### src/rtl/cpu_defs.sv
// Shared definitions for the MIPS core front end: vector addresses, bubble word,
// next-PC select codes and interrupt-entry state encoding.
package cpu_defs;

    localparam logic [31:0] RESET_PC  = 32'h8000_0000;
    localparam logic [31:0] ILLOP_PC  = 32'h8000_0004;
    localparam logic [31:0] XADR_PC   = 32'h8000_0008;
    localparam logic [31:0] NOP_INSTR = 32'h0000_0000;

    typedef enum logic [2:0] {
        SEL_SEQ,
        SEL_BR,
        SEL_JR,
        SEL_J,
        SEL_IRQ,
        SEL_EXC,
        SEL_HOLD
    } pc_sel_t;

    typedef enum logic {
        IRQ_IDLE,
        IRQ_PEND
    } irq_state_t;

    // The supervisor bit is sticky under increment; only the low 31 bits wrap.
    function automatic logic [31:0] pc_inc(input logic [31:0] pc);
        return {pc[31], pc[30:0] + 31'd4};
    endfunction

endpackage

### src/rtl/pc_next_sel.sv
// Next-PC priority encoder. Purely combinational so the hazard unit can reuse
// the same select/flush decision.
module pc_next_sel #(
    parameter logic [31:0] ILLOP_PC = cpu_defs::ILLOP_PC,
    parameter logic [31:0] XADR_PC  = cpu_defs::XADR_PC
) (
    input  logic                    exc,
    input  logic                    branch_taken,
    input  logic [31:0]             branch_target,
    input  logic                    jr,
    input  logic [31:0]             jr_target,
    input  logic                    jump,
    input  logic [31:0]             jump_target,
    input  logic                    irq_pend,
    input  logic                    stall,
    input  logic [31:0]             pc,
    input  logic [31:0]             pc_plus4,
    output cpu_defs::pc_sel_t       sel,
    output logic [31:0]             next_pc,
    output logic                    flush
);
    import cpu_defs::*;

    // Redirects beat stall: stall only covers load-use, never control flow.
    always_comb begin
        sel = SEL_SEQ;
        if (exc)
            sel = SEL_EXC;
        else if (branch_taken)
            sel = SEL_BR;
        else if (jr)
            sel = SEL_JR;
        else if (jump)
            sel = SEL_J;
        else if (irq_pend && !pc[31] && !stall)
            sel = SEL_IRQ;
        else if (stall)
            sel = SEL_HOLD;
    end

    always_comb begin
        next_pc = pc_plus4;
        case (sel)
            SEL_EXC:  next_pc = XADR_PC;
            SEL_BR:   next_pc = branch_target;
            SEL_JR:   next_pc = jr_target;
            SEL_J:    next_pc = jump_target;
            SEL_IRQ:  next_pc = ILLOP_PC;
            SEL_HOLD: next_pc = pc;
            default:  next_pc = pc_plus4;
        endcase
    end

    assign flush = (sel inside {SEL_EXC, SEL_BR, SEL_JR, SEL_J, SEL_IRQ});

endmodule

### src/rtl/if_stage.sv
// Instruction-fetch stage: PC register, next-PC selection, IF/ID register and
// timer-interrupt entry with the $k0 return-address write.
//
// state    | meaning
// IRQ_IDLE | no interrupt waiting
// IRQ_PEND | interrupt latched in user mode, waiting for a clean user cycle
module if_stage #(
    parameter logic [31:0] RESET_PC  = cpu_defs::RESET_PC,
    parameter logic [31:0] ILLOP_PC  = cpu_defs::ILLOP_PC,
    parameter logic [31:0] XADR_PC   = cpu_defs::XADR_PC,
    parameter logic [31:0] NOP_INSTR = cpu_defs::NOP_INSTR
) (
    input  logic        clk,
    input  logic        reset,
    input  logic        stall,
    input  logic        branch_taken,
    input  logic [31:0] branch_target,
    input  logic        jump,
    input  logic [31:0] jump_target,
    input  logic        jr,
    input  logic [31:0] jr_target,
    input  logic        irq,
    input  logic        exc,
    output logic [31:0] rom_addr,
    input  logic [31:0] rom_data,
    output logic [31:0] if_id_instr,
    output logic [31:0] if_id_pc_plus4,
    output logic        if_id_valid,
    output logic        k0_we,
    output logic [31:0] k0_wdata,
    output logic        supervisor
);
    import cpu_defs::*;

    logic [31:0] pc;
    logic [31:0] pc_plus4;
    logic [31:0] next_pc;
    logic        flush;
    logic        take_irq;
    logic        irq_pend;
    pc_sel_t     sel;
    irq_state_t  irq_state;
    irq_state_t  irq_state_next;

    assign pc_plus4   = pc_inc(pc);
    assign rom_addr   = pc;
    assign supervisor = pc[31];
    assign take_irq   = (sel == SEL_IRQ);

    pc_next_sel #(
        .ILLOP_PC (ILLOP_PC),
        .XADR_PC  (XADR_PC)
    ) u_pc_next_sel (
        .exc           (exc),
        .branch_taken  (branch_taken),
        .branch_target (branch_target),
        .jr            (jr),
        .jr_target     (jr_target),
        .jump          (jump),
        .jump_target   (jump_target),
        .irq_pend      (irq_pend),
        .stall         (stall),
        .pc            (pc),
        .pc_plus4      (pc_plus4),
        .sel           (sel),
        .next_pc       (next_pc),
        .flush         (flush)
    );

    always_ff @(posedge clk or negedge reset) begin
        if (!reset)
            irq_state <= IRQ_IDLE;
        else
            irq_state <= irq_state_next;
    end

    always_comb begin
        irq_state_next = irq_state;
        case (irq_state)
            IRQ_IDLE: if (irq && !pc[31]) irq_state_next = IRQ_PEND;
            IRQ_PEND: if (take_irq)       irq_state_next = IRQ_IDLE;
            default:                      irq_state_next = IRQ_IDLE;
        endcase
    end

    always_comb begin
        irq_pend = (irq_state == IRQ_PEND);
    end

    always_ff @(posedge clk or negedge reset) begin
        if (!reset) begin
            pc             <= RESET_PC;
            if_id_instr    <= NOP_INSTR;
            if_id_pc_plus4 <= 32'h0;
            if_id_valid    <= 1'b0;
            k0_we          <= 1'b0;
            k0_wdata       <= 32'h0;
        end else begin
            pc    <= next_pc;
            k0_we <= take_irq;
            // Return address is the unfetched instruction + 4; the handler backs it off.
            if (take_irq)
                k0_wdata <= pc_plus4;
            if (flush) begin
                if_id_instr    <= NOP_INSTR;
                if_id_pc_plus4 <= 32'h0;
                if_id_valid    <= 1'b0;
            end else if (sel != SEL_HOLD) begin
                if_id_instr    <= rom_data;
                if_id_pc_plus4 <= pc_plus4;
                if_id_valid    <= 1'b1;
            end
        end
    end

endmodule

### config.mk
export PLATFORM = sky130hd
export DESIGN_NAME = if_stage
export DESIGN_NICKNAME = d
export VERILOG_FILES = /design/src/rtl/cpu_defs.sv /design/src/rtl/pc_next_sel.sv /design/src/rtl/if_stage.sv
export SDC_FILE = /design/constraint.sdc
export NUM_CORES = 1
export LEC_CHECK = 0
export BUFFER_PORTS_ARGS = -buffer_cell sky130_fd_sc_hd__buf_2
export CAP_MARGIN = 25
export CORE_ASPECT_RATIO = 0.5
export CORE_MARGIN = 8
export CORE_UTILIZATION = 30
export CTS_BUF_LIST = sky130_fd_sc_hd__clkbuf_8
export CTS_CLUSTER_DIAMETER = 50
export CTS_CLUSTER_SIZE = 24
export DETAILED_ROUTE_END_ITERATION = 10
export SLEW_MARGIN = 15
export SYNTH_ARGS = -nofsm -noshare
export SYNTH_HDL_FRONTEND = slang
export SYNTH_SLANG_ARGS = --single-unit
### constraint.sdc
create_clock -name clk -period 2.95 [get_ports clk]
set_clock_uncertainty 0.05 [all_clocks]
set_input_delay 0.885 -clock clk [delete_from_list [all_inputs] [get_ports clk]]
set_output_delay 0.885 -clock clk [all_outputs]
set_load 0.02 [all_outputs]
# Yosys cells after proc, flatten, opt, wreduce, memory -nomap -nowiden
# Index checks and enable logic that the tools add are counted.
[word_totals] regBits=131 latch_bits=0 ramBits=0 rom_bits=0 in_bits=136 output_inout_bits=131 wordCells=42 mem_count=0
[classes] add_sub_neg=1 mul=0 div=0 magnitude_cmp=0 n_eq_ne=7 shift=0 muxes=16 n_bitwise=2 n_reduce_logical=8
[ops] operator="32-bit case mux with 6 select lines" count=1
[ops] operator="32-bit 2-to-1 mux" count=4
[ops] operator="31-bit by 3-bit adder with 31-bit output (second input constant)" count=1
[ops] operator="3-bit 2-to-1 mux" count=6
[ops] operator="3-bit == test (second input constant)" count=3
[ops] operator="3-bit by 2-bit == test with 1-bit output (second input constant)" count=2
[ops] operator="5-bit nonzero test" count=1
[ops] operator="1-bit 2-to-1 mux" count=4
[ops] operator="3-bit by 1-bit == test with 1-bit output (second input constant)" count=1
[ops] operator="1-bit logical AND" count=3
[ops] operator="3-bit != test (second input constant)" count=1
[ops] operator="1-bit zero test" count=2
[ops] operator="1-bit inverter" count=2
[ops] operator="1-bit case mux with 2 select lines" count=1
[ops] operator="2-bit AND reduction" count=1
[ops] operator="2-bit nonzero test" count=1

# Depth between registers and ports, before layout
[logic_depth] depth_word=11 ltp_mapped=8 depth_no_buf=6

# By module
# Synthesis repeated with hierarchy kept, for this count alone.
[hier_totals] cells_unflattened=667 hier_area_um2=6431.2
[by_module_without_submodules] module="if_stage" n_inst=1 cells_per_inst=490 area_per_inst_um2=5340.1 seq_area_each_um2=3279.4
[by_module_without_submodules] module="pc_next_sel" n_inst=1 cells_per_inst=177 area_per_inst_um2=1091.0 seq_area_each_um2=0.0

# Worst setup path after synthesis
# OpenSTA, ideal clock, no wires.
[synth_path] path_type="input -> register" from="input port jr" to="register pc[6] (netlist: rom_addr[6])" setup_ns=0.074 arrival_ns=2.479 setup_slack_ns=0.347 stages=7 path_cell_list="clkbuf_1 or4_4 or3_1 buf_6 buf_6 o31a_1 o21ai_2"
[synth_between] elab_chain_len=5 word_cells_on_any_way=10 classes_between="eq/ne (6); mux (4)"
[synth_lines] element="start, declared" line="if_stage.sv:20" source="input logic jr,"
[synth_lines] element="3-bit 2-to-1 mux (*)" line="pc_next_sel.sv:31" source="else if (jr)"
[synth_lines] element="3-bit 2-to-1 mux (*)" line="pc_next_sel.sv:29" source="else if (branch_taken)"
[synth_lines] element="3-bit 2-to-1 mux (*)" line="pc_next_sel.sv:27" source="if (exc)"
[synth_lines] element="3-bit == test (tied with other cells)" line="pc_next_sel.sv:43" source="case (sel)"
[synth_lines] element="32-bit case mux with 6 select lines" line="pc_next_sel.sv:43"
[synth_lines] element="end signal, assigned" line="if_stage.sv:99" source="pc <= next_pc;"
[synth_lines] element="end, declared" line="if_stage.sv:35" source="logic [31:0] pc;"
# Every way passes the cells marked *; elsewhere a longest branch is shown, timed or not.
# A chain may end at the register's enable or synchronous reset.

# Worst setup path after layout
[layout_path] from="register pc[3] (netlist: rom_addr[3])" to="register pc[30] (netlist: rom_addr[30])"
[layout_between] elab_chain_len=2
[layout_lines] element="31-bit by 3-bit adder with 31-bit output" line="cpu_defs.sv:27" source="return {pc[31], pc[30:0] + 31'd4};"
[layout_lines] element="32-bit case mux with 6 select lines" line="pc_next_sel.sv:43"
# Every way passes these cells.

==> results.txt <==
----------------------------------------------------
[Run status]
  Run status ... completed

[Drt]
  Post-route DRC ... 0
  Total length of routed met2 wires ... 10700 um
  Drt first pass iters ... 7
  Detailed-route vias per instance ... 4.94
  DRT Wirelength ... 21200 um
  Uppermost routed layer ... met4
  Number of routed nets with antenna violations ... 0
  Via Count ... 5501
  Wirelength per Cell ... 19.0 um
  Number of DRC markers in iteration 0 ... 470
  Length of routed wiring on met1 ... 9150 um
  Amount of wire on met3 after detailed routing ... 876 um

[Clocking]
  Cell at the root of the clock tree ... clkbuf_8
  Clock latency of the later-clocked register in the worst-skew pair ... 0.45 ns
  Post CTS Setup Buffer Count ... 0
  H-tree level count ... 4
  Number of buffers created by CTS ... 17
  Number of buffers on the longest clock path ... 2
  CTS Hold Bufs ... 0
  Clock tree from TritonCTS ... built
  Clock edge transition at the registers on the reported setup and hold paths ... 0.09 ns
  Sinks on the clock net ... 131
  CTS-repair resized insts ... 0

[Timing]
  Post-route worst setup slack ... 0.556 ns
  Max Fclk ... 418 MHz
  Final setup violating endpoints ... 0
  Final TNS setup ... 0 ns
  Slew Limit Fails ... 0
  Transition time at the pin with the least slew margin ... 0.641 ns
  Setup repair after global routing missed its margin ... no
  Final count of hold timing violations ... 0
  Relative slew margins ... 56.9%
  Final min period ... 2.39 ns
  Crit share post-route ... 81.2%
  Final Hold Slack ... 0.355 ns

[Floorplan]
  Effective utilization at floorplan ... 30.4%
  Placeable core area ... 0.0193 mm^2
  X dimension of the die ... 214 um
  Count of pins on the block boundary ... 267
  Die area ... 0.0246 mm^2
  # rows ... 36
  Die span in y ... 115 um

[Global routing]
  Wire length of the first global-routing pass ... 32900 um
  Total grt overflow ... 0
  Antenna violations before repair ... 1
  Maximum number of pins on one net before global-route repair ... 58
  Overall global routing resource usage ... 16.9%
  Number of global-route vias before repair ... 5666

[Synthesis]
  Cell area after synthesis ... 0.00588 mm^2
  Number of enable-type register cells in the synthesized netlist ... 0
  Post-synthesis net count ... 703
  Top post-synthesis cells by area ... dfrtp_1, nand2_1, a22o_1, o21ai_0, a222oi_1
  Proportion of synthesized flip-flops having asynchronous set or reset ... 100%
  Sequential element share of the synthesized area ... 55.8%
  Ys flop type ... dfrtp_1
  Number of warning messages in the yosys log ... 0
  Mapped Avg Cell Area ... 10.4 um^2
  Post-synthesis cell type with the largest combined area ... dfrtp_1
  Gate count of the mapped netlist ... 566
  Area share of the largest cell type after synthesis ... 55.4%
  Synth Register Bits ... 131
  Synth unique cells ... 50

[Worst setup path]
  Endpoint kind of the worst setup timing path ... register
  Critical path type ... register to register
  Highest net fanout along the worst path ... 7
  Worst Setup Start Kind ... register
  Reg2Reg Depth ... 6
  Data required time of the worst path ... 3.22 ns
  Arrival time at the worst endpoint ... 2.66 ns

[Placement]
  Weighted congestion reported at the end of routability-driven placement ... 0.885
  Post-DP HPWL ... 16000 um
  # placed instances ... 1080
  Port-buffer cells ... 266
  Setup slack after placement ... 0.188 ns

[Pwr]
  Leakage power ... 0.00411 uW
  Reg power frac ... 46.4%
  Logic pwr share ... 14.3%
  Clock network fraction of total power ... 39.3%
  IR Drop Worst-Case VDD ... 267 uV
  Switching power as a share of total power ... 27.8%
  Net switching component of the power ... 1180 uW
  Internal portion of total power ... 3070 uW
  Power density of the placed cells ... 527 mW/mm^2

[Cells and area]
  Number of nets in the layout ... 970
  Fin util ... 41.7%
  Fraction of layout instances using a drive strength above 1 ... 39.4%
  Area added between synthesis and finish ... 37.2%
  Finished Layout Cells ... 1113

[Run]
  Max_cap viols ... 0

[Min path]
  Classification of the worst-slack hold path ... primary input to async pin

----------------------------------------------------
-- critical path, cell delays in order (launching register included) --
cell and delay (ns):
dfrtp_1 0.46, ha_1 0.26, nand3_1 0.28, or3_1 0.52
nor4_2 0.38, xnor2_1 0.21, o21ai_0 0.11
-- synth_stat cells (4+ instances only) --
master and count:
o211ai_1 12, nor2b_1 6, xor2_1 11, nand4_1 6, o21ai_0 58, clkbuf_1 29
dfrtp_1 130, a22o_1 37, nor3_1 9, inv_1 5, xnor2_1 16, nand3_1 11
buf_6 4, nand3b_1 7, nand2_1 103, a222oi_1 20, nor2_1 17, a221oi_1 10
buf_2 5, a21oi_1 17, and3_1 5
-- through the flow --
step | area [um^2] | power [uW]
floorplan | 5880 | 2290
global placement | 7630 | 2610
detailed placement | 7630 | 2620
CTS | 8060 | 4290
global route | 8060 | 4440
finish | 8060 | 4250
-- metal layers --
layer  global-route usage (%)  up-vias
met3                     4.07       29
met1                     20.6     2708
met2                     29.2      157
met4                     5.76        0
li1                         -     2607
met5                        0        -
-- area by class of cell --
class,instances,area [um^2]
fill,1928,11300
sequential,131,3280
multi-input combinational,386,2380
timing repair buffer,291,1610
tap,266,333
clock buffer,19,262
clock inverter,13,168
inverter,6,22.5
antenna,1,2.50
-- state kept, by name (all words and copies together), names as in the netlist --
signal          count
if_id_instr        32
if_id_pc_plus4     32
if_id_valid         1
irq_pend            1
k0_wdata           32
k0_we               1
rom_addr           32
-- cell usage in the layout (no fill, tap or decap), types with 3 or more instances in the layout --
cell type / Yosys / routed
a22o_1: 37 / 37
nand3b_1: 7 / 7
a222oi_1: 20 / 20
inv_1: 5 / 9
nand3_1: 11 / 11
nor3_1: 9 / 8
buf_4: 3 / 18
nor2b_1: 6 / 6
xor2_1: 11 / 11
clkbuf_8: 0 / 19
nand4_1: 6 / 6
o21ai_1: 3 / 3
o211ai_1: 12 / 12
buf_2: 5 / 265
o21ai_0: 58 / 58
xnor2_1: 16 / 16
or3_1: 3 / 3
clkinvlp_4: 0 / 3
o311ai_1: 3 / 3
buf_12: 0 / 7
nor2_1: 17 / 17
and3_1: 5 / 5
bufinv_16: 0 / 4
a21oi_1: 17 / 17
a221oi_1: 10 / 10
nand2_1: 103 / 103
nor4_2: 3 / 3
dfrtp_1: 130 / 130
-- final timing paths --
kind,startpoint,to,slack (ns)
hold / removal,reset,rom_addr[22],0.36
max in group asynchronous,reset,if_id_pc_plus4[9],1.80
min in group clk,k0_wdata[3],k0_wdata[3],0.42
hold reg to reg,k0_wdata[3],k0_wdata[3],0.42
setup reg to reg,rom_addr[3],rom_addr[30],0.56
setup / recovery,rom_addr[3],rom_addr[30],0.56
-- cells by family (layout without fill, tap and decap cells) --
logic type	Yosys count	count (layout)	share of synthesized area, %
AOI/OAI and AO/OA	174	174	21.0
adders and majority gates	1	1	0.213
and+or+nand+nor	182	182	14.6
buffers and inverters	49	329	3.94
DFF	131	131	55.8
other	0	1	0
xor gates and xnor gates	27	27	4.02
muxes	2	2	0.362
-- power by group through the flow --
stage                     clock, uW  sequential (uW)  combinational, uW
final                          1670             1970                607
after global routing           1790             1990                661
after CTS                      1700             1970                616
after detailed placement          0             2000                614
after global placement            0             2000                608
after floorplan                   0             2100                188
No activity file was read; power rests on OpenSTA's default activity.
